--- src/rtl/serial_adder_pkg.sv ---
// rtl/serial_adder_pkg.sv - shared types and constants for the bit-serial adder
// Purpose : FSM state encoding, default operand width and counter-width helper.
// Ports   : none (package).
// Config  : SERIAL_ADDER_SUB_EN (used by serial_adder_ctrl) adds subtraction.
package serial_adder_pkg;

   typedef enum logic [1:0] {
      IDLE = 2'd0,
      ADD  = 2'd1,
      DONE = 2'd2
   } state_t;

   localparam int DEFAULT_WIDTH = 8;

   // Bit counter only has to reach WIDTH-1, so $clog2(WIDTH) bits suffice.
   function automatic int cnt_width(input int w);
      return (w < 2) ? 1 : $clog2(w);
   endfunction

   localparam int DEFAULT_CNT_W = cnt_width(DEFAULT_WIDTH);

endpackage

--- src/rtl/full_adder.sv ---
// rtl/full_adder.sv - single-bit full adder
// Purpose : combinational one-bit add used by the serial adder datapath.
// Ports   : a, b, ci (inputs); s (sum bit), co (carry-out).
module full_adder (
   input  logic a,
   input  logic b,
   input  logic ci,
   output logic s,
   output logic co
);

   assign s  = a ^ b ^ ci;
   assign co = (a & b) | (a & ci) | (b & ci);

endmodule

--- src/rtl/serial_adder_ctrl.sv ---
// rtl/serial_adder_ctrl.sv - bit-serial adder controller around one full_adder
// Purpose : adds two WIDTH-bit operands LSB first, one bit per clock.
// Ports   : clk, rst_n (async active-low); start, a, b, cin sampled in IDLE;
//           busy (ADD or DONE), done (one-cycle pulse), sum/cout (registered).
// Config  : SERIAL_ADDER_SUB_EN adds input sub; sub=1 computes a-b with
//           cout=1 meaning no borrow. Undefined: addition only, no sub port.
module serial_adder_ctrl
   import serial_adder_pkg::*;
#(
   parameter int WIDTH = DEFAULT_WIDTH
) (
   input  logic             clk,
   input  logic             rst_n,
   input  logic             start,
   input  logic [WIDTH-1:0] a,
   input  logic [WIDTH-1:0] b,
   input  logic             cin,
`ifdef SERIAL_ADDER_SUB_EN
   input  logic             sub,
`endif
   output logic             busy,
   output logic             done,
   output logic [WIDTH-1:0] sum,
   output logic             cout
);

   localparam int             CW      = cnt_width(WIDTH);
   localparam logic [CW-1:0]  CNT_MAX = CW'(WIDTH - 1);

   state_t           state_q, state_d;
   logic [WIDTH-1:0] a_sh_q, a_sh_d;
   logic [WIDTH-1:0] b_sh_q, b_sh_d;
   logic [WIDTH-1:0] part_q, part_d;
   logic [WIDTH-1:0] sum_q, sum_d;
   logic             carry_q, carry_d;
   logic             cout_q, cout_d;
   logic [CW-1:0]    cnt_q, cnt_d;

   logic             fa_s, fa_co;
   logic             sub_sel;
   logic [WIDTH-1:0] part_next;

`ifdef SERIAL_ADDER_SUB_EN
   assign sub_sel = sub;
`else
   assign sub_sel = 1'b0;
`endif

   full_adder u_fa (
      .a  (a_sh_q[0]),
      .b  (b_sh_q[0]),
      .ci (carry_q),
      .s  (fa_s),
      .co (fa_co)
   );

   // Each new sum bit enters at the MSB; after WIDTH shifts bit 0 sits at the LSB.
   assign part_next = {fa_s, part_q[WIDTH-1:1]};

   always_comb begin
      state_d = state_q;
      a_sh_d  = a_sh_q;
      b_sh_d  = b_sh_q;
      part_d  = part_q;
      sum_d   = sum_q;
      carry_d = carry_q;
      cout_d  = cout_q;
      cnt_d   = cnt_q;

      unique case (state_q)
         IDLE: begin
            if (start) begin
               a_sh_d  = a;
               // Subtraction is a + ~b + 1: invert B and force the carry in.
               b_sh_d  = sub_sel ? ~b : b;
               carry_d = sub_sel ? 1'b1 : cin;
               part_d  = '0;
               cnt_d   = '0;
               state_d = ADD;
            end
         end
         ADD: begin
            part_d  = part_next;
            a_sh_d  = a_sh_q >> 1;
            b_sh_d  = b_sh_q >> 1;
            carry_d = fa_co;
            if (cnt_q == CNT_MAX) begin
               sum_d   = part_next;
               cout_d  = fa_co;
               state_d = DONE;
            end else begin
               cnt_d = cnt_q + CW'(1);
            end
         end
         DONE: begin
            state_d = IDLE;
         end
         default: begin
            state_d = IDLE;
         end
      endcase
   end

   always_ff @(posedge clk or negedge rst_n) begin
      if (!rst_n) begin
         state_q <= IDLE;
         a_sh_q  <= '0;
         b_sh_q  <= '0;
         part_q  <= '0;
         sum_q   <= '0;
         carry_q <= 1'b0;
         cout_q  <= 1'b0;
         cnt_q   <= '0;
      end else begin
         state_q <= state_d;
         a_sh_q  <= a_sh_d;
         b_sh_q  <= b_sh_d;
         part_q  <= part_d;
         sum_q   <= sum_d;
         carry_q <= carry_d;
         cout_q  <= cout_d;
         cnt_q   <= cnt_d;
      end
   end

   assign busy = (state_q != IDLE);
   assign done = (state_q == DONE);
   assign sum  = sum_q;
   assign cout = cout_q;

endmodule

--- config.mk ---
export PLATFORM = sky130hd
export DESIGN_NAME = serial_adder_ctrl
export DESIGN_NICKNAME = d
export VERILOG_FILES = /design/src/rtl/serial_adder_pkg.sv /design/src/rtl/full_adder.sv /design/src/rtl/serial_adder_ctrl.sv
export SDC_FILE = /design/constraint.sdc
export NUM_CORES = 1
export LEC_CHECK = 0
export BUFFER_PORTS_ARGS = -buffer_cell sky130_fd_sc_hd__clkbuf_2
export CAP_MARGIN = 20
export CORE_MARGIN = 4
export CORE_UTILIZATION = 25
export CTS_BUF_LIST = sky130_fd_sc_hd__clkbuf_16
export DETAILED_ROUTE_END_ITERATION = 10
export SYNTH_ARGS = -nofsm -noshare
export SYNTH_HDL_FRONTEND = slang
export SYNTH_HIERARCHICAL = 1
export SYNTH_SLANG_ARGS = --single-unit
--- constraint.sdc ---
create_clock -name clk -period 4.6 [get_ports clk]
set_input_delay 0.23 -clock clk [delete_from_list [all_inputs] [get_ports clk]]
set_output_delay 0.23 -clock clk [all_outputs]
set_load 0.1 [all_outputs]
==> results of run 1 <==
==> placed cells by master, fill, tap and decap left out <==
cell type                   synthesis  routed
sky130_fd_sc_hd__fa_1               1       1
sky130_fd_sc_hd__nand2_1            4       4
sky130_fd_sc_hd__mux2_2             9       9
sky130_fd_sc_hd__dfrtp_1           38      38
sky130_fd_sc_hd__nor3_1            36      36
sky130_fd_sc_hd__clkbuf_2           0      30
sky130_fd_sc_hd__nor2_1            13      13
sky130_fd_sc_hd__o2bb2ai_1          3       3
sky130_fd_sc_hd__clkbuf_16          0       5
sky130_fd_sc_hd__a221o_1            3       3
sky130_fd_sc_hd__a22oi_1            2       2
sky130_fd_sc_hd__nand2_2            1       1
sky130_fd_sc_hd__nand2b_1           5       5
sky130_fd_sc_hd__a21oi_1            2       2
sky130_fd_sc_hd__clkinv_4           0       1
sky130_fd_sc_hd__nor3b_1            1       1
sky130_fd_sc_hd__a22o_1             7       7
sky130_fd_sc_hd__bufinv_16          0       2
sky130_fd_sc_hd__nor2_2             1       1
sky130_fd_sc_hd__or2_1              1       1
sky130_fd_sc_hd__nor2b_1            2       2
sky130_fd_sc_hd__a32o_1             1       1
sky130_fd_sc_hd__o21ba_2            1       1
sky130_fd_sc_hd__or2_2              1       1
sky130_fd_sc_hd__and2b_1            1       1
sky130_fd_sc_hd__o21ai_0            5       5
sky130_fd_sc_hd__inv_1              2       2
sky130_fd_sc_hd__buf_4              2       1
sky130_fd_sc_hd__ha_1               2       2
==> per-layer routing <==
layer / wire length (um) / up-vias / global-route usage
met5: 0 / - / 0
met1: 1720 / 601 / 0.123
met3: 138 / 5 / 0.0259
li1: - / 598 / -
met2: 1540 / 28 / 0.138
met4: 62 / 0 / 0.0395
==> report_power, final <==
group	internal (mW)	switching, mW
Sequential	0.482	0.103
Clock	0.311	0.129
Combinational	0.208	0.480
Total	1.00	0.712
==> layout make-up <==
class                           instances  area (um2)  share of cell area
Clock inverter                          3        68.8              0.0333
Clock buffer                            5         125              0.0605
Timing Repair Buffer                   31         158              0.0762
Sequential cell                        38         951               0.460
Inverter                                2        7.51             0.00363
Multi-Input combinational cell        102         662               0.320
Tap cell                               77        96.3              0.0466
==> per-stage QoR <==
| step | utilization | std cells | hold slack (ns) | area (um2) |
|---|---|---|---|---|
| after floorplan | - | 152 | -0.0656 | 1680 |
| after global placement | 0.292 | 250 | 0.418 | 1870 |
| after detailed placement | 0.292 | 250 | 0.418 | 1870 |
| after CTS | 0.322 | 258 | 0.123 | 2070 |
| after global routing | 0.322 | 258 | 0.157 | 2070 |
| final | 0.322 | 258 | 0.0855 | 2070 |
==> synthesized netlist by cell type (all sizes together) <==
| library cell | count | share of area |
|---|---|---|
| a21oi | 2 | 0.0060 |
| a221o | 3 | 0.018 |
| a22o | 7 | 0.037 |
| a22oi | 2 | 0.0089 |
| a32o | 1 | 0.0060 |
| and2b | 1 | 0.0045 |
| buf | 7 | 0.028 |
| clkbuf | 3 | 0.0067 |
| dfrtp | 38 | 0.57 |
| fa | 1 | 0.012 |
| ha | 2 | 0.015 |
| inv | 2 | 0.0045 |
| mux2 | 9 | 0.060 |
| nand2 | 5 | 0.013 |
| nand2b | 5 | 0.019 |
| nor2 | 14 | 0.033 |
| nor2b | 2 | 0.0075 |
| nor3 | 36 | 0.11 |
| nor3b | 1 | 0.0045 |
| o21ai | 5 | 0.015 |
| o21ba | 1 | 0.0060 |
| o2bb2ai | 3 | 0.016 |
| or2 | 2 | 0.0075 |
==> flip-flops by register name, summed over array words and instances (netlist names) <==
register,flops
part_q,7
cnt_q,3
b_sh_q,8
carry_q,1
cout,1
sum,8
state_q,2
a_sh_q,8
==> worst paths after layout <==
path / startpoint / to / slack, ns / cells after the start
min in group clk: b[7] / b_sh_q[7]$_DFFE_PN0P_ / 0.19 / 3
worst max register to register: state_q[1]$_DFFE_PN0P_ / sum[5]$_DFFE_PN0P_ / 2.85 / 4
worst min-delay path: rst_n / part_q[7]$_DFFE_PN0P_ / 0.09 / 1
worst max-delay path: state_q[1]$_DFFE_PN0P_ / done / 2.74 / 3
max in group asynchronous: rst_n / a_sh_q[5]$_DFFE_PN0P_ / 3.93 / 1
worst min register to register: sum[3]$_DFFE_PN0P_ / sum[3]$_DFFE_PN0P_ / 0.50 / 1
==> kinds of logic after synthesis <==
family	share of synthesized area
adder cells (fa/ha/maj)	0.0268
multiplexers	0.0604
flip-flops	0.567
buffers and inverters	0.0388
AO/OA/AOI/OAI	0.112
AND/OR/NAND/NOR	0.195
==> run summary, run 1 <==
====================================================================================
Syn-to-layout area delta                                                       23.3%
Clock tree root buffer cell                                             sky130_fd_sc_hd__clkbuf_16
Antenna cells                                                                      0
Slew at the pin closest to its max-slew limit                               0.933 ns
Die outline height                                                           89.9 um
Post-cts repair resize count                                                       0
Max-capacitance violation count                                                    0
Mean post-synth cell area                                                   11.0 um2
Required time of the worst setup path                                        4.37 ns
Crit path max-delay family                                              buffers and inverters
Final routed wirelength across all metal layers                              3.46 mm
Stage delay of the slowest cell on the critical path                         0.48 ns
PnR Total Power                                                              1.71 mW
Maximum vdd drop                                                          0.000371 V
Arr. time, crit path                                                         1.63 ns
Share of layout cells above drive strength 1                                   0.287
Cell type of the slowest stage on the worst timing path                 sky130_fd_sc_hd__clkbuf_2
Number of hold-slack violations in the final timing report                         0
Area enclosed by the die boundary                                           8090 um2
Maximum clock insertion buffer count                                               2
#FFs+latches synth                                                                38
Htree depth                                                                        2
Worst setup EP type                                                       output pin
Number of rows in the core area                                                   29
Seq/Total Area, Yosys                                                          0.567
Max transition margin                                                          0.378
Drt initial violations                                                            55
Number of fill cells in the layout                                               625
Total number of yosys warnings                                                     6
Peak fanout along the critical path                                               39
Shortest clock period the worst path allows after layout                     1.86 ns
Final routed wire length divided by cell count                               13.4 um
Power density of the placed cells                                         828 nW/um2
Width of the chip                                                            89.9 um
Global-route total usage across every layer                                   0.0916
Buffers & Inverters on Critical Path                                               2
Drt first pass iters                                                               4
Clk Latency, worst-skew pair                                                 0.28 ns
Leakage dissipation                                                         0.963 nW
Final number of setup-violating endpoints                                          0
Post-Synthesis Cell Area                                                    1680 um2
Post-Syn Instances                                                               152
Number of antenna violations at the first check in global routing                  0
Post-route DRC                                                                     0
Final-stage net count                                                            203
Number of sinks handled by clock tree synthesis                                   38
Period Utilization, post-route                                                 0.404
Worst hold-check path type                                                  in2async
Grt total ovfl                                                                     0
Inserted Clock Buffers                                                             5
Maximum number of pins on one net before global-route repair                      40
Total negative slack                                                            0 ns
Final setup margin                                                           2.74 ns
Critical Setup Path Class                                                    reg2out
DR vias                                                                         1232
Clock tree from TritonCTS                                                        yes
RSZ-0062 raised after global routing                                           false
Chain of cells forming the critical path                                buf_4, nor2b_1, clkbuf_2
Core Box Area                                                               6420 um2
Clock-pin slew on the worst setup and hold paths                             0.06 ns
HPWL after DPL                                                               2.38 mm
Global-route wire length before repair                                       6.01 mm
Final clock skew                                                          0.00460 ns
Post-synthesis net count                                                         175
Remaining antenna violation count after routing                                    0
Detailed-route vias per instance                                                4.78
Worst setup SP type                                                             flop
Outcome                                                                 finished, final reports clean
Final max-slew violation count                                                     0
Vias in the first global route                                                  1247
Number of buffers added for setup after CTS                                        0
Total I/O pin count                                                               31
Number of buffers inserted for hold repair after clock tree synthesis              0
Dpl ws                                                                       2.85 ns
F_max                                                                        537 MHz
Starting utilization of the core area                                          0.261
Port buffer count                                                                 30
Placer Congestion                                                              0.747
Yosys cell types                                                                  28
====================================================================================
(Power assumes the default switching activity.)
==> run 2, diff against run 1 <==
--- a/config.mk
+++ b/config.mk
@@ -5,6 +5,7 @@
 export SDC_FILE = /design/constraint.sdc
 export NUM_CORES = 1
 export LEC_CHECK = 0
+export ABC_AREA = 1
 export BUFFER_PORTS_ARGS = -buffer_cell sky130_fd_sc_hd__clkbuf_2
 export CAP_MARGIN = 20
 export CORE_MARGIN = 4
==> constraint.sdc (replaced) <==
create_clock -name clk -period 1.9 [get_ports clk]
set_input_delay 0.095 -clock clk [delete_from_list [all_inputs] [get_ports clk]]
set_output_delay 0.095 -clock clk [all_outputs]
set_load 0.1 [all_outputs]
==> run 2 against run 1 <==
  * Clock skew decreased by 0.0015 ns
  * Critical endpoint is now a_sh_q[4]$_DFFE_PN0P_
  * Sequential power increased by 130%
  * Critical path type is now reg2reg
  * Sequential cell count unchanged
==> run summary, run 2 <==
=================================================================================
Critical path capture point                                          a_sh_q[4]$_DFFE_PN0P_
Multi-input combinational cell area                                       663 um2
Clock tree from TritonCTS                                                     yes
Arr. time, crit path                                                      1.80 ns
Final setup margin                                                       0.275 ns
Cell types with the highest counts after synthesis                   sky130_fd_sc_hd__nand2_1, sky130_fd_sc_hd__dfrtp_1, sky130_fd_sc_hd__nand3_1
Vias in the first global route                                               1460
Max transition margin                                                       0.458
Final routed wirelength across all metal layers                           3.75 mm
Power density of the placed cells                                     1960 nW/um2
Final routed wire length divided by cell count                            11.6 um
Antenna cells                                                                   0
Stage delay of the slowest cell on the critical path                      0.66 ns
Clk Latency, worst-skew pair                                              0.28 ns
Yosys top cell by area                                               sky130_fd_sc_hd__dfrtp_1
Final max-slew violation count                                                  0
Top-area cell type share of the netlist area                                0.554
Inserted Clock Buffers                                                          5
Remaining antenna violation count after routing                                 0
Share of layout cells above drive strength 1                                0.194
Beginning of the worst register-to-register path                     state_q[0]$_DFFE_PN0P_
Period Utilization, post-route                                              0.855
Total negative slack                                                         0 ns
Shortest clock period the worst path allows after layout                  1.62 ns
Required time of the worst setup path                                     2.07 ns
DR vias                                                                      1422
Most common flop cell mapped by yosys                                sky130_fd_sc_hd__dfrtp_1
Cell type with the highest occurrence count on the critical path     sky130_fd_sc_hd__nand2_1
Placer Congestion                                                           0.697
Register cell area after layout                                           951 um2
Width of the chip                                                         90.9 um
RSZ-0062 raised after global routing                                        false
Drt first pass iters                                                            4
Slew at the pin closest to its max-slew limit                            0.813 ns
Cell type of the slowest stage on the worst timing path              sky130_fd_sc_hd__o21ai_2
Post-Synthesis Cell Area                                                 1720 um2
Dpl ws                                                                   0.264 ns
Critical Setup Path Class                                                 reg2reg
Post-synth EDFFs                                                                0
Final number of setup-violating endpoints                                       0
Number of hold-slack violations in the final timing report                      0
Max-capacitance violation count                                                 0
Total I/O pin count                                                            31
Worst hold path startpoint                                                   b[7]
Starting utilization of the core area                                       0.264
Total number of yosys warnings                                                  6
Instance area after placement                                            1970 um2
Post-Syn Instances                                                            213
Global-route wire length before repair                                    6.82 mm
Number of sinks handled by clock tree synthesis                                38
Chain of cells forming the critical path                             o21ai_2, inv_2, nand2_1, nand2_1
Detailed-route vias per instance                                             4.38
Most repeated cell in the gate-level netlist after synthesis         sky130_fd_sc_hd__nand2_1
Final-stage net count                                                         270
Mean post-synth cell area                                                8.07 um2
Area enclosed by the die boundary                                        8260 um2
#FFs+latches synth                                                             38
Drt initial violations                                                         99
Global-route total usage across every layer                                 0.102
Htree depth                                                                     2
Fraction of synthesis flops using an asynchronous set or reset pin           1.00
Post-route DRC                                                                  0
Maximum number of pins on one net before global-route repair                   39
Core Box Area                                                            6490 um2
F_max                                                                     615 MHz
Most common cell after layout, fill and taps aside                   sky130_fd_sc_hd__nand2_1
Yosys cell types                                                               17
Worst setup EP type                                                          flop
Number of buffers added for setup after CTS                                     0
Clock tree root buffer cell                                          sky130_fd_sc_hd__clkbuf_16
Register-to-Register Path Depth                                                 4
Number of antenna violations at the first check in global routing               0
Die outline height                                                        90.9 um
Worst r2r dst                                                        a_sh_q[4]$_DFFE_PN0P_
Worst hold-check path type                                                 in2reg
Critical path origin                                                 state_q[0]$_DFFE_PN0P_
Outcome                                                              finished, final reports clean
Worst setup SP type                                                          flop
Post-Layout Inst Area                                                    2120 um2
Final clock skew                                                       0.00308 ns
HPWL after DPL                                                            2.59 mm
Grt total ovfl                                                                  0
Number of rows in the core area                                                29
Peak fanout along the critical path                                            20
Syn-to-layout area delta                                                    23.7%
Post-synthesis net count                                                      236
Largest cells by area after synthesis                                sky130_fd_sc_hd__dfrtp_1, sky130_fd_sc_hd__nand2_1, sky130_fd_sc_hd__nand3_1
Seq/Total Area, Yosys                                                       0.554
Leakage dissipation                                                       1.17 nW
Commonest cells after routing, fill and taps aside                   sky130_fd_sc_hd__nand2_1, sky130_fd_sc_hd__dfrtp_1, sky130_fd_sc_hd__clkbuf_2, sky130_fd_sc_hd__nand3_1, sky130_fd_sc_hd__inv_1
Clock-pin slew on the worst setup and hold paths                          0.06 ns
Maximum clock insertion buffer count                                            2
Maximum vdd drop                                                       0.000800 V
Number of fill cells in the layout                                            688
Worst reg2reg setup slack                                                 0.28 ns
Port buffer count                                                              30
=================================================================================
run 2: cell count changes after synthesis, sizes merged, moves of 5 or more:
| cell | change |
|---|---|
| a22o | -7 |
| inv | +12 |
| mux2 | -9 |
| nand2 | +102 |
| nand2b | -5 |
| nand3 | +20 |
| nor2 | -11 |
| nor3 | -36 |
| o21ai | +10 |
run 2: cell families after synthesis:
family | count (synthesis) | synth area share
fa+ha+maj | 3 | 0.0262
simple gates | 133 | 0.312
buf+inv | 24 | 0.0619
compound gates | 15 | 0.0459
flops | 38 | 0.554
run 2: layer usage:
layer  up-vias  part of all wire  global-route usage
met1       653              0.48               0.131
li1        729                 -                   -
met2        38              0.46               0.157
met5         -                 0                   0
met3         2             0.056              0.0408
met4         0            0.0051              0.0339
run 2: timing repair:
item | in CTS | in global routing
resized for setup | 0 | 0
hold endpoints to repair | 38 | 0
hold buffers | 1 | 0
run 2: worst min-delay path by stage:
stage,endpoint,slack [ns],cells past startpoint
2_1_floorplan,a_sh_q[0]$_DFFE_PN0P_,-0.20,0
3_3_place_gp,a_sh_q[2]$_DFFE_PN0P_,0.18,2
3_5_place_dp,a_sh_q[2]$_DFFE_PN0P_,0.18,2
4_1_cts,b_sh_q[7]$_DFFE_PN0P_,0.04,3
5_1_grt,b_sh_q[7]$_DFFE_PN0P_,0.06,3
6_report,b_sh_q[7]$_DFFE_PN0P_,0.05,3
run 2: cell type report:
cell class,instances,area share
clock buffers,5,0.0589
clock inverters,3,0.00766
inverters,14,0.0247
multi-input cells,151,0.312
flip-flops and latches,38,0.448
well taps,77,0.0453
repair buffers,37,0.104
run 2: critical path, delay by kind of cell (launching register included):
| family | cells | cell delay [ns] |
|---|---|---|
| flops | 1 | 0.38 |
| compound gates | 1 | 0.66 |
| buf+inv | 1 | 0.28 |
| simple gates | 2 | 0.20 |
run 2: stage by stage:
stage | utilization | total power [mW] | hold slack [ns] | instances
5_1_grt | 0.327 | 4.51 | 0.0647 | 325
6_report | 0.327 | 4.16 | 0.0476 | 325
3_5_place_dp | 0.304 | 3.40 | 0.181 | 316
3_3_place_gp | 0.304 | 3.37 | 0.182 | 316
2_1_floorplan | - | 2.94 | -0.201 | 213
4_1_cts | 0.327 | 4.22 | 0.0442 | 325
run 2: power by group:
group | internal, mW | switching [mW] | total (mW)
combinational | 0.514 | 1.50 | 2.01
clock | 0.478 | 0.314 | 0.792
sequential | 1.16 | 0.188 | 1.35
==> run 3, diff against run 2 <==
--- a/config.mk
+++ b/config.mk
@@ -5,13 +5,13 @@
 export SDC_FILE = /design/constraint.sdc
 export NUM_CORES = 1
 export LEC_CHECK = 0
-export ABC_AREA = 1
 export BUFFER_PORTS_ARGS = -buffer_cell sky130_fd_sc_hd__clkbuf_2
 export CAP_MARGIN = 20
 export CORE_MARGIN = 4
 export CORE_UTILIZATION = 25
 export CTS_BUF_LIST = sky130_fd_sc_hd__clkbuf_16
 export DETAILED_ROUTE_END_ITERATION = 10
+export PLACE_DENSITY = 0.53
 export SYNTH_ARGS = -nofsm -noshare
 export SYNTH_HDL_FRONTEND = slang
 export SYNTH_HIERARCHICAL = 1
==> run 3 against run 2 <==
  * Register-to-register slack gained 0.02 ns
  * Via count shrank 14%
  * Clock skew is 0.0012 ns higher
  * Clock-buffer cell count stayed put
  * Global-route usage fell by 0.65 points
  * Sequential cell count stayed put
  * Largest power group unchanged
  * First-iteration DRC count rose by 7.1%
  * Clock power fell by 3.5%
  * Worst setup slack improved by 0.022 ns
==> run summary, run 3 (same netlist as run 1, synthesis figures left out) <==
================================================================================
Shortest clock period the worst path allows after layout                 1.60 ns
Post-layout util                                                           0.325
Register-to-Register Path Depth                                                4
Critical path capture point                                         sum[4]$_DFFE_PN0P_
Clock-pin slew on the worst setup and hold paths                         0.06 ns
Number of standard cells in the layout, taps in and fillers out              263
Number of buffers added for setup after CTS                                    0
Total I/O pin count                                                           31
Grt total ovfl                                                                 0
Final routed wire length divided by cell count                           13.8 um
Beginning of the worst register-to-register path                    cnt_q[0]$_DFFE_PN0P_
Leakage dissipation                                                     0.976 nW
Maximum clock insertion buffer count                                           2
Worst setup SP type                                                         flop
Critical path origin                                                cnt_q[0]$_DFFE_PN0P_
Clock tree root buffer cell                                         sky130_fd_sc_hd__clkbuf_16
Drt first pass iters                                                           6
Critical Setup Path Class                                                reg2reg
Share of layout cells above drive strength 1                               0.306
Post-route DRC                                                                 0
Total negative slack                                                        0 ns
Cell type with the highest occurrence count on the critical path    sky130_fd_sc_hd__ha_1
Worst setup EP type                                                         flop
Crit path max-delay family                                           adder cells
RSZ-0062 raised after global routing                                       false
Final-stage net count                                                        209
Final clock skew                                                      0.00433 ns
Peak fanout along the critical path                                           10
Crit path depth                                                                4
Number of rows in the core area                                               29
Buffers & Inverters on Critical Path                                           0
Hold Path Stages                                                               3
Clk Latency, worst-skew pair                                             0.27 ns
Period Utilization, post-route                                             0.843
Placer Congestion                                                          0.710
Most common cell after layout, fill and taps aside                  sky130_fd_sc_hd__dfrtp_1
Maximum vdd drop                                                      0.000795 V
Core Box Area                                                           6420 um2
Total placed cells including tap cells                                       255
Die outline height                                                       89.9 um
Maximum number of pins on one net before global-route repair                  18
Worst hold-check path type                                                in2reg
Global-route total usage across every layer                               0.0956
Clock tree from TritonCTS                                                    yes
Stage delay of the slowest cell on the critical path                     0.41 ns
Outcome                                                             finished, final reports clean
Max-capacitance violation count                                                0
HPWL after DPL                                                           2.56 mm
Antenna cells                                                                  0
Inserted Clock Buffers                                                         5
Number of hold-slack violations in the final timing report                     0
Port buffer count                                                             30
Slew at the pin closest to its max-slew limit                           0.546 ns
DR vias                                                                     1225
Remaining antenna violation count after routing                                0
Max transition margin                                                      0.638
Htree depth                                                                    2
Final routed wirelength across all metal layers                          3.62 mm
Area enclosed by the die boundary                                       8090 um2
F_max                                                                    624 MHz
Commonest cells after routing, fill and taps aside                  sky130_fd_sc_hd__dfrtp_1, sky130_fd_sc_hd__nor3_1, sky130_fd_sc_hd__clkbuf_2, sky130_fd_sc_hd__nor2_1, sky130_fd_sc_hd__mux2_2
Worst reg2reg setup slack                                                0.30 ns
Number of sinks handled by clock tree synthesis                               38
Cell type of the slowest stage on the worst timing path             sky130_fd_sc_hd__dfrtp_1
PnR Total Power                                                          3.91 mW
Starting utilization of the core area                                      0.261
Width of the chip                                                        89.9 um
Final number of setup-violating endpoints                                      0
Arr. time, crit path                                                     1.76 ns
Detailed-route vias per instance                                            4.66
Global-route wire length before repair                                   6.28 mm
Worst hold margin                                                      0.0905 ns
Syn-to-layout area delta                                                   24.5%
Final max-slew violation count                                                 0
Required time of the worst setup path                                    2.06 ns
Chain of cells forming the critical path                            ha_1, ha_1, nand2_2, mux2_2
Vias in the first global route                                              1227
Power density of the placed cells                                    1870 nW/um2
Drt initial violations                                                       106
Worst r2r dst                                                       sum[4]$_DFFE_PN0P_
Number of antenna violations at the first check in global routing              0
================================================================================
[run 3: changes by cell type in the layout (fill, tap and decap cells not counted), moves of 9 or more]
cell                      before  now
sky130_fd_sc_hd__nand2_1     106    4
sky130_fd_sc_hd__nor3_1        0   36
sky130_fd_sc_hd__mux2_2        0    9
sky130_fd_sc_hd__nor2_1        1   13
sky130_fd_sc_hd__nand3_1      20    0
sky130_fd_sc_hd__inv_1        13    2
[run 3: final cells by class]
cell class,count,area [um2]
clock buffer,5,125
clock inverter,2,10.0
fill,649,4330
inverter,2,7.51
multi-input combinational,102,664
sequential,38,951
tap,77,96.3
timing repair buffer,37,235
[run 3: layer usage]
metal,GRT usage,vias to the layer above,share of wire
li1,-,609,-
met1,0.137,581,0.50
met2,0.139,30,0.44
met3,0.0217,5,0.035
met4,0.0383,0,0.019
met5,0,-,0
[run 3: timing repair]
action                    CTS  global route
hold endpoints to repair   12             0
hold buffers                1             0
gates resized for setup     0             0
[run 3: where the power goes]
group | internal, mW | leakage, nW | total (mW) | switching (mW)
combinational | 0.561 | 0.439 | 1.73 | 1.17
clock | 0.473 | 0.0694 | 0.764 | 0.291
sequential | 1.17 | 0.468 | 1.41 | 0.244
total | 2.20 | 0.976 | 3.91 | 1.71
[run 3: how the worst min path moves through the flow]
stage                            endpoint  start
detailed placement     sum[7]$_DFFE_PN0P_  rst_n
global placement       sum[7]$_DFFE_PN0P_  rst_n
CTS                 b_sh_q[7]$_DFFE_PN0P_   b[7]
floorplan           a_sh_q[0]$_DFFE_PN0P_  rst_n
global route        a_sh_q[7]$_DFFE_PN0P_   a[7]
finish              b_sh_q[7]$_DFFE_PN0P_   b[7]
[run 3: through the flow]
step                      setup slack, ns  area [um2]
after floorplan                     0.167        1680
after global placement              0.316        1940
after detailed placement            0.301        1940
after CTS                           0.292        2090
after global routing                0.214        2090
final                               0.298        2090
[run 3: worst register-to-register path, stage by stage, from the launching register on]
cell and delay [ns]:
sky130_fd_sc_hd__dfrtp_1 0.41, sky130_fd_sc_hd__ha_1 0.21, sky130_fd_sc_hd__ha_1 0.26, sky130_fd_sc_hd__nand2_2 0.25, sky130_fd_sc_hd__mux2_2 0.37
